## src/rtl/ram_arbiter_if.sv

```systemverilog
// ---------------------------------------------------------------------------
// ram_arbiter_if
// Bundles the two requester ports (CPU "c_*", DMA "d_*") and the RAM-side
// strobes/data of the RAM arbiter.
//
// Handshake: a requester raises *_req with *_we/*_addr/*_wdata stable and
// holds them until *_ack pulses for one cycle. *_rdata is valid while *_ack
// is high for a read. A req still high at the clock edge that ends the idle
// cycle after the ack is taken as a new access.
//
// Modports:
//   slave  - the arbiter: takes requests and RAM read data, drives acks,
//            read data and the RAM address/strobes/write data.
//   master - the environment (CPU, DMA and RAM) seen from the other side.
// ---------------------------------------------------------------------------
interface ram_arbiter_if #(
    parameter int ADDR_W = 14,
    parameter int DATA_W = 8
);
    // CPU port
    logic              c_req;
    logic              c_we;
    logic [ADDR_W-1:0] c_addr;
    logic [DATA_W-1:0] c_wdata;
    logic [DATA_W-1:0] c_rdata;
    logic              c_ack;
    // DMA port
    logic              d_req;
    logic              d_we;
    logic [ADDR_W-1:0] d_addr;
    logic [DATA_W-1:0] d_wdata;
    logic [DATA_W-1:0] d_rdata;
    logic              d_ack;
    // RAM side
    logic [ADDR_W-1:0] ram_addr;
    logic              ram_r;
    logic              ram_w;
    logic [DATA_W-1:0] ram_wdata;
    logic              ram_oe;
    logic [DATA_W-1:0] ram_rdata;

    modport slave (
        input  c_req, c_we, c_addr, c_wdata,
        output c_rdata, c_ack,
        input  d_req, d_we, d_addr, d_wdata,
        output d_rdata, d_ack,
        output ram_addr, ram_r, ram_w, ram_wdata, ram_oe,
        input  ram_rdata
    );

    modport master (
        output c_req, c_we, c_addr, c_wdata,
        input  c_rdata, c_ack,
        output d_req, d_we, d_addr, d_wdata,
        input  d_rdata, d_ack,
        input  ram_addr, ram_r, ram_w, ram_wdata, ram_oe,
        output ram_rdata
    );
endinterface

```

## src/rtl/ram_arbiter.sv

```systemverilog
// ---------------------------------------------------------------------------
// ram_arbiter
// Shares one single-port RAM between the CPU (port C) and a DMA/loader
// engine (port D). One byte access per req/ack handshake:
//   IDLE   : sample requests, pick a winner, latch owner/we/addr/wdata
//   ACCESS : one RAM strobe cycle; read data registered at its closing edge
//   DONE   : one-cycle ack to the owner
// Throughput is at most one access every three clocks.
//
// Parameters:
//   ADDR_W    - RAM address width
//   DATA_W    - RAM data width
//   FIXED_PRI - 0: round-robin on ties; 1: C always wins ties
// Ports:
//   clk      - clock, all state on posedge
//   rst      - asynchronous active-high reset; aborts any access in flight
//   bus      - requester and RAM signals (ram_arbiter_if.slave)
//   o_state  - current FSM state (0 IDLE, 1 ACCESS, 2 DONE)
// ---------------------------------------------------------------------------
module ram_arbiter #(
    parameter int ADDR_W    = 14,
    parameter int DATA_W    = 8,
    parameter int FIXED_PRI = 0
) (
    input  logic                clk,
    input  logic                rst,
    ram_arbiter_if.slave        bus,
    output logic [1:0]          o_state
);

    localparam logic [1:0] ST_IDLE   = 2'd0;
    localparam logic [1:0] ST_ACCESS = 2'd1;
    localparam logic [1:0] ST_DONE   = 2'd2;

    logic [1:0]        r_state;
    logic              r_owner_d;   // 1 = current access belongs to D
    logic              r_last_d;    // 1 = most recent grant went to D
    logic              r_we;
    logic [ADDR_W-1:0] r_addr;
    logic [DATA_W-1:0] r_wdata;
    logic [DATA_W-1:0] r_c_rdata;
    logic [DATA_W-1:0] r_d_rdata;

    logic              w_any_req;
    logic              w_grant_d;
    logic              w_access;

    // Winner selection. On a tie in round-robin mode the port that was not
    // granted last wins; reset leaves r_last_d=1 so C wins the first tie.
    always_comb begin
        w_any_req = bus.c_req | bus.d_req;
        w_grant_d = 1'b0;
        if (bus.d_req && !bus.c_req) begin
            w_grant_d = 1'b1;
        end else if (bus.d_req && bus.c_req) begin
            w_grant_d = (FIXED_PRI == 0) ? !r_last_d : 1'b0;
        end
    end

    always_ff @(posedge clk or posedge rst) begin
        if (rst) begin
            r_state   <= ST_IDLE;
            r_owner_d <= 1'b0;
            r_last_d  <= 1'b1;
            r_we      <= 1'b0;
            r_addr    <= '0;
            r_wdata   <= '0;
            r_c_rdata <= '0;
            r_d_rdata <= '0;
        end else begin
            case (r_state)
                ST_IDLE: begin
                    if (w_any_req) begin
                        r_owner_d <= w_grant_d;
                        r_last_d  <= w_grant_d;
                        r_we      <= w_grant_d ? bus.d_we    : bus.c_we;
                        r_addr    <= w_grant_d ? bus.d_addr  : bus.c_addr;
                        r_wdata   <= w_grant_d ? bus.d_wdata : bus.c_wdata;
                        r_state   <= ST_ACCESS;
                    end
                end
                ST_ACCESS: begin
                    // Read data is captured on the same edge the strobe ends;
                    // writes leave both read-data registers untouched.
                    if (!r_we) begin
                        if (r_owner_d) begin
                            r_d_rdata <= bus.ram_rdata;
                        end else begin
                            r_c_rdata <= bus.ram_rdata;
                        end
                    end
                    r_state <= ST_DONE;
                end
                ST_DONE: begin
                    r_state <= ST_IDLE;
                end
                default: begin
                    r_state <= ST_IDLE;
                end
            endcase
        end
    end

    // Strobes decode straight from state so an async reset drops them at once.
    assign w_access      = (r_state == ST_ACCESS);
    assign bus.ram_addr  = r_addr;
    assign bus.ram_wdata = r_wdata;
    assign bus.ram_r     = w_access & ~r_we;
    assign bus.ram_w     = w_access & r_we;
    assign bus.ram_oe    = w_access & r_we;

    assign bus.c_ack     = (r_state == ST_DONE) & ~r_owner_d;
    assign bus.d_ack     = (r_state == ST_DONE) & r_owner_d;
    assign bus.c_rdata   = r_c_rdata;
    assign bus.d_rdata   = r_d_rdata;

    assign o_state       = r_state;

endmodule

```

## src/flat_wrapper.sv

```systemverilog
// flat-port wrapper written by rule: the top's interface ports become plain ports
module ram_arbiter_flat 
#(
    parameter int ADDR_W    = 14,
    parameter int DATA_W    = 8,
    parameter int FIXED_PRI = 0
)
  (clk, rst, o_state, bus_c_req, bus_c_we, bus_c_addr, bus_c_wdata, bus_c_rdata, bus_c_ack, bus_d_req, bus_d_we, bus_d_addr, bus_d_wdata, bus_d_rdata, bus_d_ack, bus_ram_addr, bus_ram_r, bus_ram_w, bus_ram_wdata, bus_ram_oe, bus_ram_rdata);
  ram_arbiter_if #(.ADDR_W(ADDR_W), .DATA_W(DATA_W)) bus_i ();
  input  logic clk;
  input  logic rst;
  output logic [1:0] o_state;
  input wire logic [$bits(bus_i.c_req)-1:0] bus_c_req;
  input wire logic [$bits(bus_i.c_we)-1:0] bus_c_we;
  input wire logic [$bits(bus_i.c_addr)-1:0] bus_c_addr;
  input wire logic [$bits(bus_i.c_wdata)-1:0] bus_c_wdata;
  output wire logic [$bits(bus_i.c_rdata)-1:0] bus_c_rdata;
  output wire logic [$bits(bus_i.c_ack)-1:0] bus_c_ack;
  input wire logic [$bits(bus_i.d_req)-1:0] bus_d_req;
  input wire logic [$bits(bus_i.d_we)-1:0] bus_d_we;
  input wire logic [$bits(bus_i.d_addr)-1:0] bus_d_addr;
  input wire logic [$bits(bus_i.d_wdata)-1:0] bus_d_wdata;
  output wire logic [$bits(bus_i.d_rdata)-1:0] bus_d_rdata;
  output wire logic [$bits(bus_i.d_ack)-1:0] bus_d_ack;
  output wire logic [$bits(bus_i.ram_addr)-1:0] bus_ram_addr;
  output wire logic [$bits(bus_i.ram_r)-1:0] bus_ram_r;
  output wire logic [$bits(bus_i.ram_w)-1:0] bus_ram_w;
  output wire logic [$bits(bus_i.ram_wdata)-1:0] bus_ram_wdata;
  output wire logic [$bits(bus_i.ram_oe)-1:0] bus_ram_oe;
  input wire logic [$bits(bus_i.ram_rdata)-1:0] bus_ram_rdata;
  assign bus_i.c_req = bus_c_req;
  assign bus_i.c_we = bus_c_we;
  assign bus_i.c_addr = bus_c_addr;
  assign bus_i.c_wdata = bus_c_wdata;
  assign bus_c_rdata = bus_i.c_rdata;
  assign bus_c_ack = bus_i.c_ack;
  assign bus_i.d_req = bus_d_req;
  assign bus_i.d_we = bus_d_we;
  assign bus_i.d_addr = bus_d_addr;
  assign bus_i.d_wdata = bus_d_wdata;
  assign bus_d_rdata = bus_i.d_rdata;
  assign bus_d_ack = bus_i.d_ack;
  assign bus_ram_addr = bus_i.ram_addr;
  assign bus_ram_r = bus_i.ram_r;
  assign bus_ram_w = bus_i.ram_w;
  assign bus_ram_wdata = bus_i.ram_wdata;
  assign bus_ram_oe = bus_i.ram_oe;
  assign bus_i.ram_rdata = bus_ram_rdata;
  ram_arbiter #(.ADDR_W(ADDR_W), .DATA_W(DATA_W), .FIXED_PRI(FIXED_PRI)) u_core (.clk(clk), .rst(rst), .bus(bus_i), .o_state(o_state));
endmodule
```

## config.mk

```make
export PLATFORM = sky130hd
export DESIGN_NAME = ram_arbiter_flat
export DESIGN_NICKNAME = d
export VERILOG_FILES = /design/src/rtl/ram_arbiter_if.sv /design/src/rtl/ram_arbiter.sv /design/src/flat_wrapper.sv
export SDC_FILE = /design/constraint.sdc
export NUM_CORES = 1
export LEC_CHECK = 0
export ABC_AREA = 1
export BUFFER_PORTS_ARGS = -buffer_cell sky130_fd_sc_hd__buf_2
export CORE_ASPECT_RATIO = 0.9
export CORE_MARGIN = 5
export CORE_UTILIZATION = 40
export CTS_BUF_LIST = sky130_fd_sc_hd__clkbuf_16
export DETAILED_ROUTE_END_ITERATION = 7
export PLACE_DENSITY = 0.73
export SYNTH_ARGS = -nofsm -noshare
export SYNTH_HDL_FRONTEND = slang
export SYNTH_SLANG_ARGS = --single-unit
```

## constraint.sdc

```tcl
create_clock -name clk -period 1.21 [get_ports clk]
set_input_delay 0 -clock clk [delete_from_list [all_inputs] [get_ports clk]]
set_output_delay 0 -clock clk [all_outputs]
set_load 0.005 [all_outputs]
```

==> reports/qor.csv, run 1 <==
metric,value,unit
cell breakdown of the critical path,"nor2_4, buf_6, inv_4, nor2_4, buf_2",
number of H-tree levels,2,
"Arr. time, crit path",1.21,ns
setup_tns,-0.0000970,ns
nets@finish,477,
distinct cell type count after synthesis,19,
die width,88.1,µm
crit path time final,1.21,ns
Worst Setup EP,bus_ram_oe,
Setup crit start kind,flop,
CTS tree,done,
top cell type's share of synthesized area,0.479,
GRT overflow,0,
Starting Density,0.415,
CTS Buf Count,5,
max incr delay on CP,0.43,ns
number of synthesized flops with an enable pin,0,
Detailed Route WL,5.93,mm
Global Route Usage Sum,0.182,
worst rel slew slack,0.778,
"Setup violations, final",1,
Leak Pwr,0.00196,µW
Area Overhead vs Synth,46.9,%
failing checks,negative setup slack,
antenna violations before repair,0,
reg2reg end,u_core.bus.ram_wdata[2],
vias per cell,4.56,
worst path required time,1.21,ns
GRT met1 Usage,0.220,
first-pass GRT wire length,10.1,mm
Synth area leaders,"dfrtp_1 (48%), nand2_1 (18%), nand3_1 (13%), inv_1 (8.7%), nand4_1 (2.3%)",
Die Area,7070,µm²
M2 GR Usage,0.322,
Tcrit/Tclk final,1.00,
Root Buffer,clkbuf_16,
Final GP Congestion,0.840,
layout cells sized above 1,0.364,
antenna-violating nets left,0,
Yosys warnings,0,
# fillers,483,
sequential fraction of the synthesis area,0.491,
clock sinks,43,
Worst Hold Class,in2reg,
synthesized area,2190,µm²
post-detail-place hpwl,4.47,mm
pwr/cell area,2290,nW/µm²
CP Max Fanout,3,
met3 global-route usage,0.0338,
DR iter-0 viols,81,
dominant cell type by area after synthesis,dfrtp_1,
DRT Pass-1 Iters,4,
# IOs,103,
vias in the first global route,2271,
most frequent CP cell,nor2_4,
Crit. End Element,primary output,
WL/cell,12.2,µm
Mapped Nets,350,
total power,7390,µW
Core Region,5290,µm²
Avg Inst Size Synth,7.52,µm²
slowest CP cell,dfrtp_1,
worst-skew pair later-pin latency,0.28,ns
Critical path origin,u_core.o_state[1],
Worst Max-Slew Pin Slew,0.333,ns
largest net degree at the start of global routing,25,
Reg2Reg Setup Slack,0.05,ns
asr flop ratio synth,1.00,
Clock transition at path regs,0.06,ns
Worst Slack Setup Final,-0.0000970,ns
Die Ht,80.3,µm
"Top FF cell, synth",dfrtp_1,
I/O Buffers,102,
status,finished with violations,
final setup skew,0.00516,ns
Slew Limit Fails,0,
global route hottest layer,met2,
max-cap violations,0,
list of most frequent post-synthesis cells,"nand2_1 (107), nand3_1 (55), inv_1 (51)",
Max VDD drop,1.24,mV
Fin. Hold Viols,0,
CTS max path bufs,2,
Register-to-Register Path Depth,6,
#FFs+latches synth,43,
FMAX,826,MHz
diode count,0,
Synth Instances,292,
# DRC,0,
r2r startpoint,u_core.o_state[1],
Core Rows,25,
RSZ-0062 raised after global routing,true,
most common cell in the netlist,nand2_1,
critical path type,reg2out,
via count of the routed design,2220,
==> critical path, delay by kind of cell (launching register included) <==
family / cells / cell delay (ns)
buf+inv: 3 / 0.26
simple gates: 2 / 0.23
flops: 1 / 0.43
==> power by group <==
part           total (µW)  switching [µW]  internal, µW
logic                3510            1890          1620
clock network        1260             506           752
registers            2620             438          2180
total                7390            2830          4560
==> how the worst min path moves through the flow <==
stage                      from                      end  slack (ns)  cells past startpoint
3_5_place_dp                rst  u_core.bus.ram_wdata[5]       -0.02                      2
4_1_cts          bus_c_wdata[5]  u_core.bus.ram_wdata[5]       0.006                      5
2_1_floorplan  bus_ram_rdata[0]    u_core.bus.c_rdata[0]        0.14                      2
6_report         bus_c_wdata[5]  u_core.bus.ram_wdata[5]        0.01                      5
3_3_place_gp                rst  u_core.bus.ram_wdata[5]       -0.02                      2
5_1_grt          bus_c_wdata[5]  u_core.bus.ram_wdata[5]        0.03                      5
==> cell families (layout without fill, tap and decap cells) <==
| kind of cell | count (synthesis) | in the layout | synth area share |
|---|---|---|---|
| AOI/OAI and AO/OA | 1 | 1 | 0.00228 |
| buffers and inverters | 69 | 197 | 0.145 |
| DFF | 43 | 43 | 0.491 |
| and+or+nand+nor | 179 | 179 | 0.362 |
==> cell type report <==
type / count / area (µm²) / area share
sequential: 43 / 1080 / 0.335
multi-input combinational: 180 / 868 / 0.269
timing repair buffer: 135 / 841 / 0.261
inverter: 54 / 210 / 0.0652
clock buffer: 5 / 125 / 0.0388
tap: 67 / 83.8 / 0.0260
clock inverter: 3 / 16.3 / 0.00505
==> layout by cell type (no fill, tap or decap) <==
cell type      instances
dfrtp_1               41
nand4_1                8
clkinv_2               1
buf_6                  6
nand3_1               54
o21ai_0                1
dfrtp_2                1
nor2_1                 1
clkbuf_16              5
dlygate4sd3_1          9
inv_2                  4
inv_6                  1
clkinvlp_4             1
nand2_2                1
inv_4                  1
nor2_8                 1
nand3_4                1
nor3_4                 1
dfstp_2                1
buf_4                 15
nand2_1              104
nor3_2                 1
inv_1                 49
buf_2                102
nand2_4                3
buf_12                 3
nor2_4                 4
==> timing repair <==
action | in CTS | in global routing
endpoints found under the hold margin | 46 | 0
endpoints found under the setup margin | 10 | 46
resized for setup | 6 | 20
pin swaps | 2 | 3
buffers inserted | 5 | 1
hold buffers | 9 | 0
==> sequential cells by signal, summed over array words and instances, names as in the netlist <==
name / cells
u_core.bus.ram_addr: 14
u_core.bus.c_rdata: 8
u_core.bus.d_rdata: 8
u_core.bus.ram_wdata: 8
u_core.o_state: 2
u_core.r_last_d: 1
u_core.r_owner_d: 1
u_core.r_we: 1
==> layer usage <==
metal / routed length, µm / share of wire / vias up
li1: - / - / 1146
met1: 2480 / 0.42 / 1007
met2: 3030 / 0.51 / 61
met3: 382 / 0.064 / 6
met4: 47 / 0.0079 / 0
met5: 0 / 0 / -
==> stage by stage <==
stage / util / setup WS (ns) / area, µm² / hold slack (ns) / instances
final: 0.610 / -0.0000970 / 3220 / 0.0104 / 487
after global routing: 0.610 / -0.0640 / 3220 / 0.0287 / 487
after CTS: 0.593 / 0.00743 / 3140 / 0.00630 / 486
after detailed placement: 0.539 / 0.00676 / 2850 / -0.0162 / 464
after global placement: 0.539 / 0.0451 / 2850 / -0.0189 / 464
after floorplan: - / 0.0485 / 2190 / 0.145 / 292
(Power assumes the default switching activity.)
==> run 2: changes to the inputs <==
- PLACE_DENSITY: 0.73 -> 0.7
- clock period: 1.21 -> 1.5 ns (I/O delays scaled with it)
==> reports/qor.csv, run 2 (synthesized netlist as in run 1, its figures left out) <==
metric,value,unit,change
Final GP Congestion,0.791,,was 0.840
setup_tns,0,ns,was -0.0000970 ns
reg2reg end,u_core.r_we,,was u_core.bus.ram_wdata[2]
max reg flops,14,,unchanged
"Arr. time, crit path",1.51,ns,was 1.21 ns
via count of the routed design,2196,,was 2220
CP top delay family,simple AND/OR/NAND/NOR gates,,was flip-flops
final core area utilization,0.566,,was 0.610
largest net degree at the start of global routing,31,,was 25
vias per cell,4.65,,was 4.56
cell breakdown of the critical path,"inv_1, nand2_1, nor2_8, inv_4, nand2_1, nand2_1",,"was nor2_4, buf_6, inv_4, nor2_4, buf_2"
Crit path buffers/inverters,2,,was 3
Leak Pwr,0.00184,µW,was 0.00196 µW
"most common cell after layout, fill and taps aside",nand2_1,,unchanged
r2r startpoint,u_core.o_state[1],,unchanged
vias in the first global route,2306,,was 2271
Max VDD drop,0.978,mV,was 1.24 mV
WL/cell,12.5,µm,was 12.2 µm
die width,88.1,µm,unchanged
slowest CP cell,dfrtp_1,,unchanged
crit path time final,1.33,ns,
CTS max path bufs,2,,unchanged
Die Ht,80.3,µm,unchanged
Tcrit/Tclk final,0.889,,
DR iter-0 viols,97,,was 81
antenna-violating nets left,0,,unchanged
diode count,0,,unchanged
first-pass GRT wire length,10.0,mm,was 10.1 mm
Detailed Route WL,5.91,mm,was 5.93 mm
Die Area,7070,µm²,unchanged
Worst Setup EP,u_core.r_we,,was bus_ram_oe
GRT overflow,0,,unchanged
critical path type,reg2reg,,was reg2out
Crit. End Element,flop,,was primary output
CP Max Fanout,24,,was 3
clock sinks,43,,unchanged
Critical path origin,u_core.o_state[1],,unchanged
Worst Hold Class,in2reg,,unchanged
worst hold slack,0.0109,ns,was 0.0104 ns
Core Region,5290,µm²,unchanged
# IOs,103,,unchanged
Setup crit start kind,flop,,unchanged
Core Rows,25,,unchanged
post-detail-place hpwl,4.43,mm,was 4.47 mm
CTS Buf Count,5,,unchanged
CTS tree,done,,unchanged
Reg2Reg Setup Slack,0.17,ns,was 0.05 ns
Clock transition at path regs,0.06,ns,about the same
pre-CTS worst setup slack,0.193,ns,was 0.00676 ns
Register-to-Register Path Depth,6,,unchanged
max-cap violations,0,,unchanged
nets@finish,462,,was 477
worst rel slew slack,0.592,,was 0.778
I/O Buffers,102,,unchanged
Worst path depth,6,,was 5
Fin. Hold Viols,0,,unchanged
Slew Limit Fails,0,,unchanged
Area Overhead vs Synth,36.3,%,was 46.9%
status,"finished, final reports clean",,was finished with violations
postcts setup bufs,0,,was 5
max incr delay on CP,0.42,ns,was 0.43 ns
DRT Pass-1 Iters,4,,unchanged
RSZ-0062 raised after global routing,false,,was true
post-route cell area,2990,µm²,was 3220 µm²
most frequent CP cell,nand2_1,,was nor2_4
antenna violations before repair,0,,unchanged
Starting Density,0.415,,unchanged
final setup skew,0.00382,ns,was 0.00516 ns
"Setup violations, final",0,,was 1
# fillers,512,,was 483
Worst Max-Slew Pin Slew,0.611,ns,was 0.333 ns
post-place instance area,2760,µm²,was 2850 µm²
"commonest cells after routing, fill and taps aside","nand2_1 (107), buf_2 (102), nand3_1 (55), inv_1 (50), dfrtp_1 (42)",,"was nand2_1 (104), buf_2 (102), nand3_1 (54), inv_1 (49), dfrtp_1 (41)"
Root Buffer,clkbuf_16,,unchanged
FMAX,750,MHz,
# DRC,0,,unchanged
worst path required time,1.67,ns,was 1.21 ns
worst-skew pair later-pin latency,0.28,ns,about the same
pwr/cell area,1820,nW/µm²,was 2290 nW/µm²
number of H-tree levels,2,,unchanged
Global Route Usage Sum,0.181,,was 0.182
Worst Slack Setup Final,0.167,ns,was -0.0000970 ns
layout cells sized above 1,0.314,,was 0.364
## run 2: timing repair
item	4_1_cts	5_1_grt
endpoints found under the hold margin	38	0
hold buffers	9	0
endpoints found under the setup margin	0	5
resized for setup	0	1
## run 2: worst register-to-register path, cell delays in order (launching register included)
cell	delay, ns
dfrtp_1	0.42
inv_1	0.12
nand2_1	0.13
nor2_8	0.23
inv_4	0.16
nand2_1	0.11
nand2_1	0.06
## run 2: worst min path at each step
stage / startpoint / cells past startpoint / slack, ns / to
global route: bus_c_wdata[5] / 5 / 0.03 / u_core.bus.ram_wdata[5]
finish: bus_c_addr[0] / 5 / 0.01 / u_core.bus.ram_addr[0]
global placement: rst / 2 / 0.11 / u_core.bus.ram_wdata[1]
floorplan: bus_ram_rdata[0] / 2 / 0.14 / u_core.bus.c_rdata[0]
detailed placement: rst / 2 / 0.11 / u_core.bus.ram_wdata[1]
CTS: bus_c_wdata[7] / 5 / 0.01 / u_core.bus.ram_wdata[7]
## run 2: power breakdown
part | internal [µW] | switching [µW] | leakage (µW) | total [µW]
combinational | 980 | 1300 | 0.00125 | 2280
sequential | 1760 | 374 | 0.000522 | 2130
clock | 604 | 419 | 0.0000649 | 1020
total | 3340 | 2090 | 0.00184 | 5430
## run 2: layout make-up
class | instances | area, µm² | area share
Clock buffer | 5 | 125 | 0.0418
Clock inverter | 3 | 15.0 | 0.00502
Inverter | 54 | 205 | 0.0686
Multi-Input combinational cell | 180 | 805 | 0.269
Sequential cell | 43 | 1080 | 0.360
Tap cell | 67 | 83.8 | 0.0280
Timing Repair Buffer | 120 | 681 | 0.228
## run 2: metrics by stage
step | std cells | total power, µW
after floorplan | 292 | 3490
after global placement | 455 | 4370
after detailed placement | 455 | 4430
after CTS | 472 | 5510
after global routing | 472 | 5970
final | 472 | 5430
## run 2: routing by layer
metal	track usage	wire length (µm)	vias up
met5	0	0	-
met4	0.0544	109	0
met3	0.0400	417	10
met2	0.323	2960	74
met1	0.216	2430	995
li1	-	-	1117
